==> config.mk <==
export PLATFORM = sky130hd
export DESIGN_NAME = vga_timing_gen
export DESIGN_NICKNAME = d
export VERILOG_FILES = /design/src/rtl/vga_timing_gen.sv
export SDC_FILE = /design/constraint.sdc
export NUM_CORES = 1
export LEC_CHECK = 0
export CAP_MARGIN = 20
export CORE_ASPECT_RATIO = 0.5
export CORE_MARGIN = 10
export CORE_UTILIZATION = 43
export DETAILED_ROUTE_END_ITERATION = 16
export PLACE_DENSITY = 0.76
export SLEW_MARGIN = 15
export SYNTH_ARGS = -nofsm -noshare
export SYNTH_HDL_FRONTEND = slang
export SYNTH_SLANG_ARGS = --single-unit
export TNS_END_PERCENT = 50
==> constraint.sdc <==
create_clock -name clk -period 2.7 [get_ports clk]
set_input_delay 0.27 -clock clk [delete_from_list [all_inputs] [get_ports clk]]
set_output_delay 0.27 -clock clk [all_outputs]
set_load 0.02 [all_outputs]
==> src/rtl/vga_timing_gen.sv <==
// VGA raster timing generator: pixel coordinate request, latency-aligned sync/blank and RGB output register.
// Optional CLK_DIV2_EN: clk runs at twice the pixel rate and an internal toggle flop provides the pixel tick.
module vga_timing_gen #(
  parameter int H_VISIBLE    = 640,
  parameter int H_FRONT      = 16,
  parameter int H_SYNC       = 96,
  parameter int H_BACK       = 48,
  parameter int V_VISIBLE    = 480,
  parameter int V_FRONT      = 10,
  parameter int V_SYNC       = 2,
  parameter int V_BACK       = 33,
  parameter int DATA_LATENCY = 1
) (
  input  logic        clk,
  input  logic        rst_n,
  input  logic [31:0] dato,
  output logic [9:0]  pixelX,
  output logic [9:0]  pixelY,
  output logic        hsync,
  output logic        vsync,
  output logic [7:0]  red,
  output logic [7:0]  green,
  output logic [7:0]  blue,
  output logic        blank_n,
  output logic        sync_n,
  output logic        frame_start
);

  localparam int H_TOTAL = H_VISIBLE + H_FRONT + H_SYNC + H_BACK;
  localparam int V_TOTAL = V_VISIBLE + V_FRONT + V_SYNC + V_BACK;

  localparam logic [9:0] H_LAST = 10'(H_TOTAL - 1);
  localparam logic [9:0] V_LAST = 10'(V_TOTAL - 1);
  localparam logic [9:0] H_VIS  = 10'(H_VISIBLE);
  localparam logic [9:0] V_VIS  = 10'(V_VISIBLE);
  localparam logic [9:0] HS_BEG = 10'(H_VISIBLE + H_FRONT);
  localparam logic [9:0] HS_END = 10'(H_VISIBLE + H_FRONT + H_SYNC);
  localparam logic [9:0] VS_BEG = 10'(V_VISIBLE + V_FRONT);
  localparam logic [9:0] VS_END = 10'(V_VISIBLE + V_FRONT + V_SYNC);

  logic                    tick_s;
  logic                    run_r;
  logic [9:0]              h_cnt_r;
  logic [9:0]              v_cnt_r;
  logic [9:0]              h_nxt_s;
  logic [9:0]              v_nxt_s;
  logic                    act_s;
  logic                    hs_s;
  logic                    vs_s;
  logic [DATA_LATENCY-1:0] act_d_r;
  logic [DATA_LATENCY-1:0] hs_d_r;
  logic [DATA_LATENCY-1:0] vs_d_r;
  logic                    dato_unused_s;

  assign sync_n        = 1'b0;
  assign dato_unused_s = ^dato[31:24];

`ifdef CLK_DIV2_EN
  logic tick_r;

  // Pixel-rate enable: every second clk
  always_ff @(posedge clk or negedge rst_n) begin
    if (!rst_n) begin
      tick_r <= 1'b0;
    end else begin
      tick_r <= ~tick_r;
    end
  end

  assign tick_s = tick_r;
`else
  assign tick_s = 1'b1;
`endif

  // Next raster position; the first tick after reset lands on (0,0)
  always_comb begin
    h_nxt_s = 10'd0;
    v_nxt_s = 10'd0;
    if (!run_r) begin
      h_nxt_s = 10'd0;
      v_nxt_s = 10'd0;
    end else if (h_cnt_r == H_LAST) begin
      h_nxt_s = 10'd0;
      v_nxt_s = (v_cnt_r == V_LAST) ? 10'd0 : v_cnt_r + 10'd1;
    end else begin
      h_nxt_s = h_cnt_r + 10'd1;
      v_nxt_s = v_cnt_r;
    end
  end

  // Counter-stage decode; the pre-start state is treated as blanked
  always_comb begin
    act_s = run_r && (h_cnt_r < H_VIS) && (v_cnt_r < V_VIS);
    hs_s  = !(run_r && (h_cnt_r >= HS_BEG) && (h_cnt_r < HS_END));
    vs_s  = !(run_r && (v_cnt_r >= VS_BEG) && (v_cnt_r < VS_END));
  end

  // Counters, coordinate request, alignment pipeline and output register
  always_ff @(posedge clk or negedge rst_n) begin
    if (!rst_n) begin
      run_r       <= 1'b0;
      h_cnt_r     <= 10'd0;
      v_cnt_r     <= 10'd0;
      pixelX      <= 10'd0;
      pixelY      <= 10'd0;
      frame_start <= 1'b0;
      act_d_r     <= '0;
      hs_d_r      <= '1;
      vs_d_r      <= '1;
      hsync       <= 1'b1;
      vsync       <= 1'b1;
      blank_n     <= 1'b0;
      red         <= 8'h00;
      green       <= 8'h00;
      blue        <= 8'h00;
    end else if (tick_s) begin
      run_r       <= 1'b1;
      h_cnt_r     <= h_nxt_s;
      v_cnt_r     <= v_nxt_s;
      pixelX      <= (h_nxt_s < H_VIS) ? h_nxt_s : 10'd0;
      pixelY      <= (v_nxt_s < V_VIS) ? v_nxt_s : 10'd0;
      frame_start <= (h_nxt_s == 10'd0) && (v_nxt_s == 10'd0);
      act_d_r[0]  <= act_s;
      hs_d_r[0]   <= hs_s;
      vs_d_r[0]   <= vs_s;
      for (int i = 1; i < DATA_LATENCY; i++) begin
        act_d_r[i] <= act_d_r[i-1];
        hs_d_r[i]  <= hs_d_r[i-1];
        vs_d_r[i]  <= vs_d_r[i-1];
      end
      hsync   <= hs_d_r[DATA_LATENCY-1];
      vsync   <= vs_d_r[DATA_LATENCY-1];
      blank_n <= act_d_r[DATA_LATENCY-1];
      // Blanked pixels never pass dato through, so undefined source data stays off the pins
      if (act_d_r[DATA_LATENCY-1]) begin
        red   <= dato[23:16];
        green <= dato[15:8];
        blue  <= dato[7:0];
      end else begin
        red   <= 8'h00;
        green <= 8'h00;
        blue  <= 8'h00;
      end
    end
  end

endmodule

# After elaboration in Yosys (flattened, before gate mapping)
# Index checks and enable logic that the tools add are counted.
[word_totals]
register_bits = 72
latch_bits = 0
mem_bits_rw = 0
romBits = 0
out_inout_bits = 49
wordCells = 48
mem_count = 0
[classes]
add_sub_neg = 2
multipliers = 0
div = 0
magnitude_cmp = 8
n_eq_ne = 2
shift = 0
mux = 10
bitwise_logic = 0
n_reduce_logical = 11
[op_table]
columns = ["cell", "n"]
rows = [
  ["two-way mux 10 bit", 7],
  ["< comparator 10 bit (second input constant)", 3],
  ["< comparator 10 x 9 -> 1 bit (second input constant)", 3],
  ["two-way mux 8 bit", 3],
  ["adder 10 x 1 -> 10 bit (second input constant)", 2],
  ["equality test 10 bit (second input constant)", 2],
  ["zero test 10 bit", 2],
  [">= comparator 10 bit (second input constant)", 1],
  [">= comparator 10 x 9 -> 1 bit (second input constant)", 1],
  ["logical AND 1 bit", 7],
  ["zero test 1 bit", 2],
]

# Depth between registers and ports, before layout
# Gate-level depths: netlist of run 1.
[logic_depth]
ltp_word = 6
depth_mapped = 9
depth_no_buf = 8

# Worst setup path after synthesis of run 1
# OpenSTA, ideal clock, no wires.
[synth_path]
kind = "register to register"
start = "register h_cnt_r[5]"
end = "register frame_start"
setup_ns = 0.111
arrival_time_ns = 2.530
setup_slack_ns = 0.059
path_stages_with_launch = 8
path_buffers = 1
cell_sequence = "dfrtp_1 -> or4b_1 -> buf_2 -> or4_4 -> o21a_1 -> nor4_1 -> nand4_1 -> a2111oi_2"
[synth_via]
elab_chain_cells = 5
word_cells_on_any_way = 9
[synth_rtl]
columns = ["element", "line", "text"]
rows = [
  ["start, declared", "43", "logic [9:0] h_cnt_r;"],
  ["start signal, assigned", "118", "h_cnt_r <= h_nxt_s;"],
  ["adder 10 x 1 -> 10 bit or equality test 10 bit (tied branches)", "86, 82", ""],
  ["two-way mux 10 bit", "82", "end else if (h_cnt_r == H_LAST) begin"],
  ["two-way mux 10 bit", "79", "if (!run_r) begin"],
  ["zero test 10 bit", "122", "frame_start <= (h_nxt_s == 10'd0) && (v_nxt_s == 10'd0);"],
  ["logical AND 1 bit (*)", "122", ""],
  ["end signal, assigned", "122", ""],
  ["end, declared", "26", "output logic frame_start"],
]
# Every way passes the cells marked *; elsewhere a longest branch is shown, timed or not.

# Worst setup path after layout of run 1
# Same ends and word-level chain as after synthesis.

==> metrics.yaml, run 1 <==
finish:
  final_common_cell: "clkdlybuf4s50_1"
  syn2layout_area_growth_pct: 41.1
  antenna_cells: 0
  fin_area_sq_um: 4150
  drive_gt1_frac: 0.118
  final_nets: 388
  final_cell_mix: "clkdlybuf4s50_1 (72), dfrtp_1 (68), nor2_1 (34), and2_1 (25), buf_4 (15)"
power:
  seqPwrFrac: 0.467
  power_density_nw_per_um2: 584
  irDropWorstVdd_mv: 0.343
  pwr-share-clk: 0.451
  switching_power_mw: 0.540
  swShare: 0.223
  intPower_mw: 1.88
  leakagePower_nw: 1.81
  comb_power_share: 0.082
worst_setup_path:
  criticalPathCategory: "register to register"
  end_kind: "register"
  path_max_fanout: 4
  crit_chain: "or4b_1 > or4_4 > o21a_1 > nor4_1 > nand4_1 > a2111oi_4"
  start_kind: "register"
  worstPathArrival_ns: 2.87
  rr_worst_depth: 6
  cp_slowest_stage_delay_ns: 0.57
  required_ns: 2.92
  slowest_stage: "or4b_1"
timing:
  clock_skew_ns: 0.00627
  slew_violations: 0
  period_share: 0.982
  rsz0062_at_grt: "true"
  hold_viol: 0
  finalSetupTns_ns: 0
  maxSlewHeadroom: 0.580
  min_period_ns: 2.65
  fmax_mhz: 377
  worst_pin_slew_ns: 0.630
  setup_viol: 0
clocking:
  numCtsBuffers: 9
  htree_levels: 3
  cts.sinks: 72
  postCtsSetupBuffers: 0
  clk_latency_ns: 0.33
  cts_max_path_buffers: 2
  root_buffer: "clkbuf_16"
  clk_pin_slew_worst_paths_ns: 0.05
  cts_tree: "done"
global_routing:
  grt_first_pass_wirelength_um: 11800
  gr-usage-all-layers: 0.139
  overflow: 0
  grt_max_degree: 31
  first_global_vias: 2326
  antenna_found_initial: 0
placed_design:
  dp_hpwl_um: 5440
  port_buffers: 73
  place_area_sq_um: 3840
  routabilityCongestion: 0.833
run_status:
  status: "complete, no violations"
die:
  die_y_um: 78.5
  core_area_sq_um: 6650
  pin_count: 83
  fp.dieArea_sq_um: 10700
  die_w_um: 137
  start_util: 0.442
  rows: 21
routing:
  wl_per_cell_um: 16.2
  wl_um: 7260
  drtAntennaViolNets: 0
  dr.pass1.iters: 4
  num_vias: 2234
  vias_per_cell: 5.00
  first_iter_violations: 199
  route.detailed.drc: 0
synthesis:
  ys.flop_type: "dfrtp_1"
  syn_area_sq_um: 2940
  syn_avg_cell_area_sq_um: 11.2
  synth_edf_count: 0
  synth_top_cells_by_area: "dfrtp_1 (58%), and2_1 (5.3%), nor2_1 (4.3%)"
  ys_seq_area_frac: 0.614
  ys_seq_elements: 72
  yosysTopAreaCell: "dfrtp_1"
  synth-async-reset-ratio: 1.00
  postSynthCellCount: 262
  yosysUniqueCellTypes: 45
  yosysWarnings: 0
  yosys.area.top_type_share: 0.579
hold_path:
  whs_path_depth: 0
  hold_path.class: "register to register"
run:
  cap_violations: 0
-- flip-flops by register name, summed over array words and instances, names as in the netlist, 8 cells and up --
register,cells
blue,8
green,8
h_cnt_r,10
pixelX,10
pixelY,10
red,8
v_cnt_r,10
-- cells in the mapped netlist (2+ instances only) --
cell      count
dfrtp_1      68
nor2_1       34
and2_1       25
inv_1        11
nand4_1      11
clkbuf_1     10
nor3_1       10
nand3_1       9
xnor2_1       9
nand2_1       6
and3_1        5
xor2_1        5
dfstp_2       4
ha_1          4
nor4_1        4
o21a_1        4
o21ai_0       4
a31oi_1       3
o31ai_1       3
a21boi_0      2
a21oi_1       2
buf_4         2
conb_1        2
nand2b_1      2
nor2b_1       2
or4_1         2
-- power groups by stage --
stage	sequential, mW	combinational (mW)	clock [mW]
2_1_floorplan	1.17	0.0487	0
3_3_place_gp	1.15	0.195	0
3_5_place_dp	1.15	0.200	0
4_1_cts	1.13	0.202	1.12
5_1_grt	1.13	0.217	1.16
6_report	1.13	0.200	1.09
-- routing by layer --
layer / routed length (um) / global-route usage / vias up
li1: - / - / 1060
met1: 3040 / 0.157 / 1101
met2: 3720 / 0.245 / 64
met3: 447 / 0.0451 / 9
met4: 65 / 0.0439 / 0
met5: 0 / 0 / -
-- layout make-up --
class                   count  area (sq um)
clock buffers              13           260
well taps                  92           115
flip-flops and latches     72          1810
fillers                   540          2500
inverters                  11          41.3
clock inverters             3          17.5
repair buffers             89           848
multi-input cells         167          1060
-- through the flow --
step | worst slack [ns] | hold slack [ns] | util | total power, mW | instances
2_1_floorplan | 0.0590 | -0.0256 | - | 1.22 | 263
3_3_place_gp | 0.0771 | 0.307 | 0.578 | 1.34 | 430
3_5_place_dp | 0.0297 | 0.327 | 0.578 | 1.35 | 430
4_1_cts | 0.0503 | 0.355 | 0.621 | 2.45 | 447
5_1_grt | -0.0678 | 0.362 | 0.624 | 2.51 | 447
6_report | 0.0481 | 0.355 | 0.624 | 2.42 | 447
-- what timing repair did --
action,in CTS,in global routing
pin swaps,1,0
hold endpoints to repair,26,0
setup endpoints to repair,1,7
gates resized for setup,0,3
hold buffers,1,0
-- cells by family after synthesis --
family,share of synthesized area
multiplexers,0.00340
other,0.00255
flip-flops,0.614
AND/OR/NAND/NOR,0.220
adder cells (fa/ha/maj),0.0170
XOR/XNOR,0.0417
AO/OA/AOI/OAI,0.0672
buffers and inverters,0.0336
-- final timing paths --
| check | start | end | slack [ns] |
|---|---|---|---|
| max in group asynchronous | rst_n | h_cnt_r[3] | 1.44 |
| worst min register to register | vs_d_r | vsync | 0.36 |
| worst min-delay path | vs_d_r | vsync | 0.36 |
| worst max register to register | h_cnt_r[5] | frame_start | 0.05 |
| min in group asynchronous | rst_n | pixelX[8] | 0.49 |
| worst max-delay path | h_cnt_r[5] | frame_start | 0.05 |
-- worst max-delay path, delay by kind of cell (launching register included) --
kind,cells,cell delay [ns]
AND/OR/NAND/NOR,4,1.61
AO/OA/AOI/OAI,2,0.55
flip-flops,1,0.37
Note: power is estimated with default switching activity, not from simulation.
==> run 2, diff against run 1 <==
--- a/config.mk
+++ b/config.mk
@@ -6,11 +6,15 @@
 export NUM_CORES = 1
 export LEC_CHECK = 0
 export CAP_MARGIN = 20
+export CELL_PAD_IN_SITES_DETAIL_PLACEMENT = 1
+export CELL_PAD_IN_SITES_GLOBAL_PLACEMENT = 2
 export CORE_ASPECT_RATIO = 0.5
 export CORE_MARGIN = 10
-export CORE_UTILIZATION = 43
+export CORE_UTILIZATION = 27
+export CTS_CLUSTER_DIAMETER = 40
 export DETAILED_ROUTE_END_ITERATION = 16
-export PLACE_DENSITY = 0.76
+export GPL_TIMING_DRIVEN = 0
+export PLACE_DENSITY_LB_ADDON = 0.1
 export SLEW_MARGIN = 15
 export SYNTH_ARGS = -nofsm -noshare
 export SYNTH_HDL_FRONTEND = slang
==> run 2 against run 1 <==
Global-route usage shrank 3.0 points. Non-clock buffer count up 5. Total power is 7.8% higher. The flow now finishes with violations (setup timing). Final cell count up 12%. Largest power group is now clock. Count of clock-buffer cells in the layout down 3.
==> metrics.yaml, run 2 (synthesis results as in run 1) <==
die:
  start_util: 0.282  # was 0.442
  core_area_sq_um: 10400  # was 6650 sq um
  fp.dieArea_sq_um: 15700  # was 10700 sq um
  rows: 26  # was 21
  die_y_um: 93.8  # was 78.5 um
  die_w_um: 168  # was 137 um
  pin_count: 83  # unchanged
routing:
  first_iter_violations: 117  # was 199
  wl_um: 8300  # was 7260 um
  wl_per_cell_um: 16.6  # was 16.2 um
  drtAntennaViolNets: 0  # unchanged
  route.detailed.drc: 0  # unchanged
  vias_per_cell: 4.51  # was 5.00
  dr.pass1.iters: 4  # unchanged
  num_vias: 2257  # was 2234
clocking:
  numCtsBuffers: 9  # unchanged
  clk_latency_ns: 0.33  # about the same
  cts.sinks: 72  # unchanged
  htree_levels: 3  # unchanged
  cts_max_path_buffers: 2  # unchanged
  clk_pin_slew_worst_paths_ns: 0.06  # was 0.05 ns
  root_buffer: "clkbuf_16"  # unchanged
  cts_tree: "done"  # unchanged
finish:
  final_common_cell: "clkdlybuf4s50_1"  # unchanged
  antenna_cells: 0  # unchanged
  final_nets: 393  # was 388
  final_cell_mix: "clkdlybuf4s50_1 (72), dfrtp_1 (65), nor2_1 (33), and2_1 (25), buf_4 (12)"  # was clkdlybuf4s50_1 (72), dfrtp_1 (68), nor2_1 (34), and2_1 (25), buf_4 (15)
  fill_cells: 1142  # was 540
  fin_area_sq_um: 4370  # was 4150 sq um
  drive_gt1_frac: 0.156  # was 0.118
  syn2layout_area_growth_pct: 48.6  # was 41.1%
  multi_input_area_sq_um: 1120  # was 1060 sq um
  regArea_sq_um: 1810  # about the same
worst_setup_path:
  worstPathArrival_ns: 2.93  # was 2.87 ns
  path_max_fanout: 5  # was 4
  criticalPathCategory: "register to register"  # unchanged
  end_kind: "register"  # unchanged
  start_kind: "register"  # unchanged
  required_ns: 2.92  # about the same
power:
  power_density_nw_per_um2: 598  # was 584 nW/um^2
  leakagePower_nw: 1.87  # was 1.81 nW
  irDropWorstVdd_mv: 0.286  # was 0.343 mV
global_routing:
  antenna_found_initial: 0  # unchanged
  overflow: 0  # unchanged
  grt_max_degree: 53  # was 31
  grt_first_pass_wirelength_um: 13600  # was 11800 um
  first_global_vias: 2477  # was 2326
  gr-usage-all-layers: 0.108  # was 0.139
placed_design:
  dp_hpwl_um: 5990  # was 5440 um
  port_buffers: 73  # unchanged
  place_area_sq_um: 3870  # was 3840 sq um
  routabilityCongestion: 0.755  # was 0.833
timing:
  setup_viol: 1  # was 0
  worst_pin_slew_ns: 0.523  # was 0.630 ns
  fmax_mhz: 368  # was 377 MHz
  slew_violations: 0  # unchanged
  setup_ws_ns: -0.0176  # was 0.0481 ns
  hold_viol: 0  # unchanged
  finalSetupTns_ns: -0.0176  # was 0 ns
  period_share: 1.01  # was 0.982
  clock_skew_ns: 0.00603  # was 0.00627 ns
  min_period_ns: 2.72  # was 2.65 ns
  rsz0062_at_grt: "true"  # unchanged
  maxSlewHeadroom: 0.648  # was 0.580
run_status:
  violations: "setup timing"
  status: "complete, but fails checks"  # was complete, no violations
hold_path:
  hold_path.class: "register to register"  # unchanged
run:
  cap_violations: 0  # unchanged
[run 2: cell types whose count changed in the layout (fill, tap and decap cells not counted), moves of 3 or more]
cell,delta
clkbuf_1,+5
buf_4,-3
clkinv_4,+3
dfrtp_1,-3
dfrtp_2,+3
[run 2: final timing paths]
check,from,end,slack [ns],cells after the start
worst max register to register,h_cnt_r[5],frame_start,-0.02,7
worst max-delay path,h_cnt_r[5],frame_start,-0.02,7
max in group asynchronous,rst_n,vs_d_r,1.74,3
worst min-delay path,hs_d_r,hsync,0.36,0
min in group asynchronous,rst_n,h_cnt_r[6],0.38,2
worst min register to register,hs_d_r,hsync,0.36,0
[run 2: critical path: stages, from the launching register on]
cell       delay [ns]
dfrtp_2          0.41
or4b_4           0.53
buf_6            0.14
or4_4            0.45
o21a_1           0.24
nor4_2           0.25
nand4_1          0.17
a2111oi_2        0.41
[run 2: report_power, final]
group / internal (mW) / total (mW) / leakage (nW) / switching [mW]
clock: 0.813 / 1.28 / 0.153 / 0.463
sequential: 1.11 / 1.12 / 0.944 / 0.0150
combinational: 0.104 / 0.209 / 0.770 / 0.105
total: 2.03 / 2.61 / 1.87 / 0.583
[run 2: layer usage]
layer,GRT usage,share of wire,vias up
li1,-,-,1078
met1,0.136,0.49,1105
met2,0.166,0.44,65
met3,0.0455,0.060,9
met4,0.0331,0.010,0
met5,0,0,-
[run 2: timing repair]
action | 4_1_cts | 5_1_grt
pin swaps | 3 | 6
setup buffers | 2 | 8
setup endpoints to repair | 17 | 23
hold buffers | 1 | 0
gates resized for setup | 12 | 12
endpoints found under the hold margin | 20 | 0
[run 2: stage by stage]
step | utilization | std cells | total power, mW | setup slack (ns) | hold WS, ns
finish | 0.420 | 500 | 2.61 | -0.0176 | 0.359
detailed placement | 0.372 | 477 | 1.36 | -0.446 | 0.189
global placement | 0.370 | 476 | 1.35 | -1.08 | 0.347
floorplan | - | 263 | 1.22 | 0.0590 | -0.0256
CTS | 0.409 | 493 | 2.65 | -0.0597 | 0.363
global route | 0.420 | 500 | 2.72 | -0.144 | 0.363
[run 2: cell type report]
class,instances,area share
multi-input cells,167,0.258
well taps,140,0.0401
plain buffers,9,0.0120
clock inverters,6,0.0215
repair buffers,85,0.192
clock buffers,10,0.0524
flip-flops and latches,72,0.414
inverters,11,0.00945
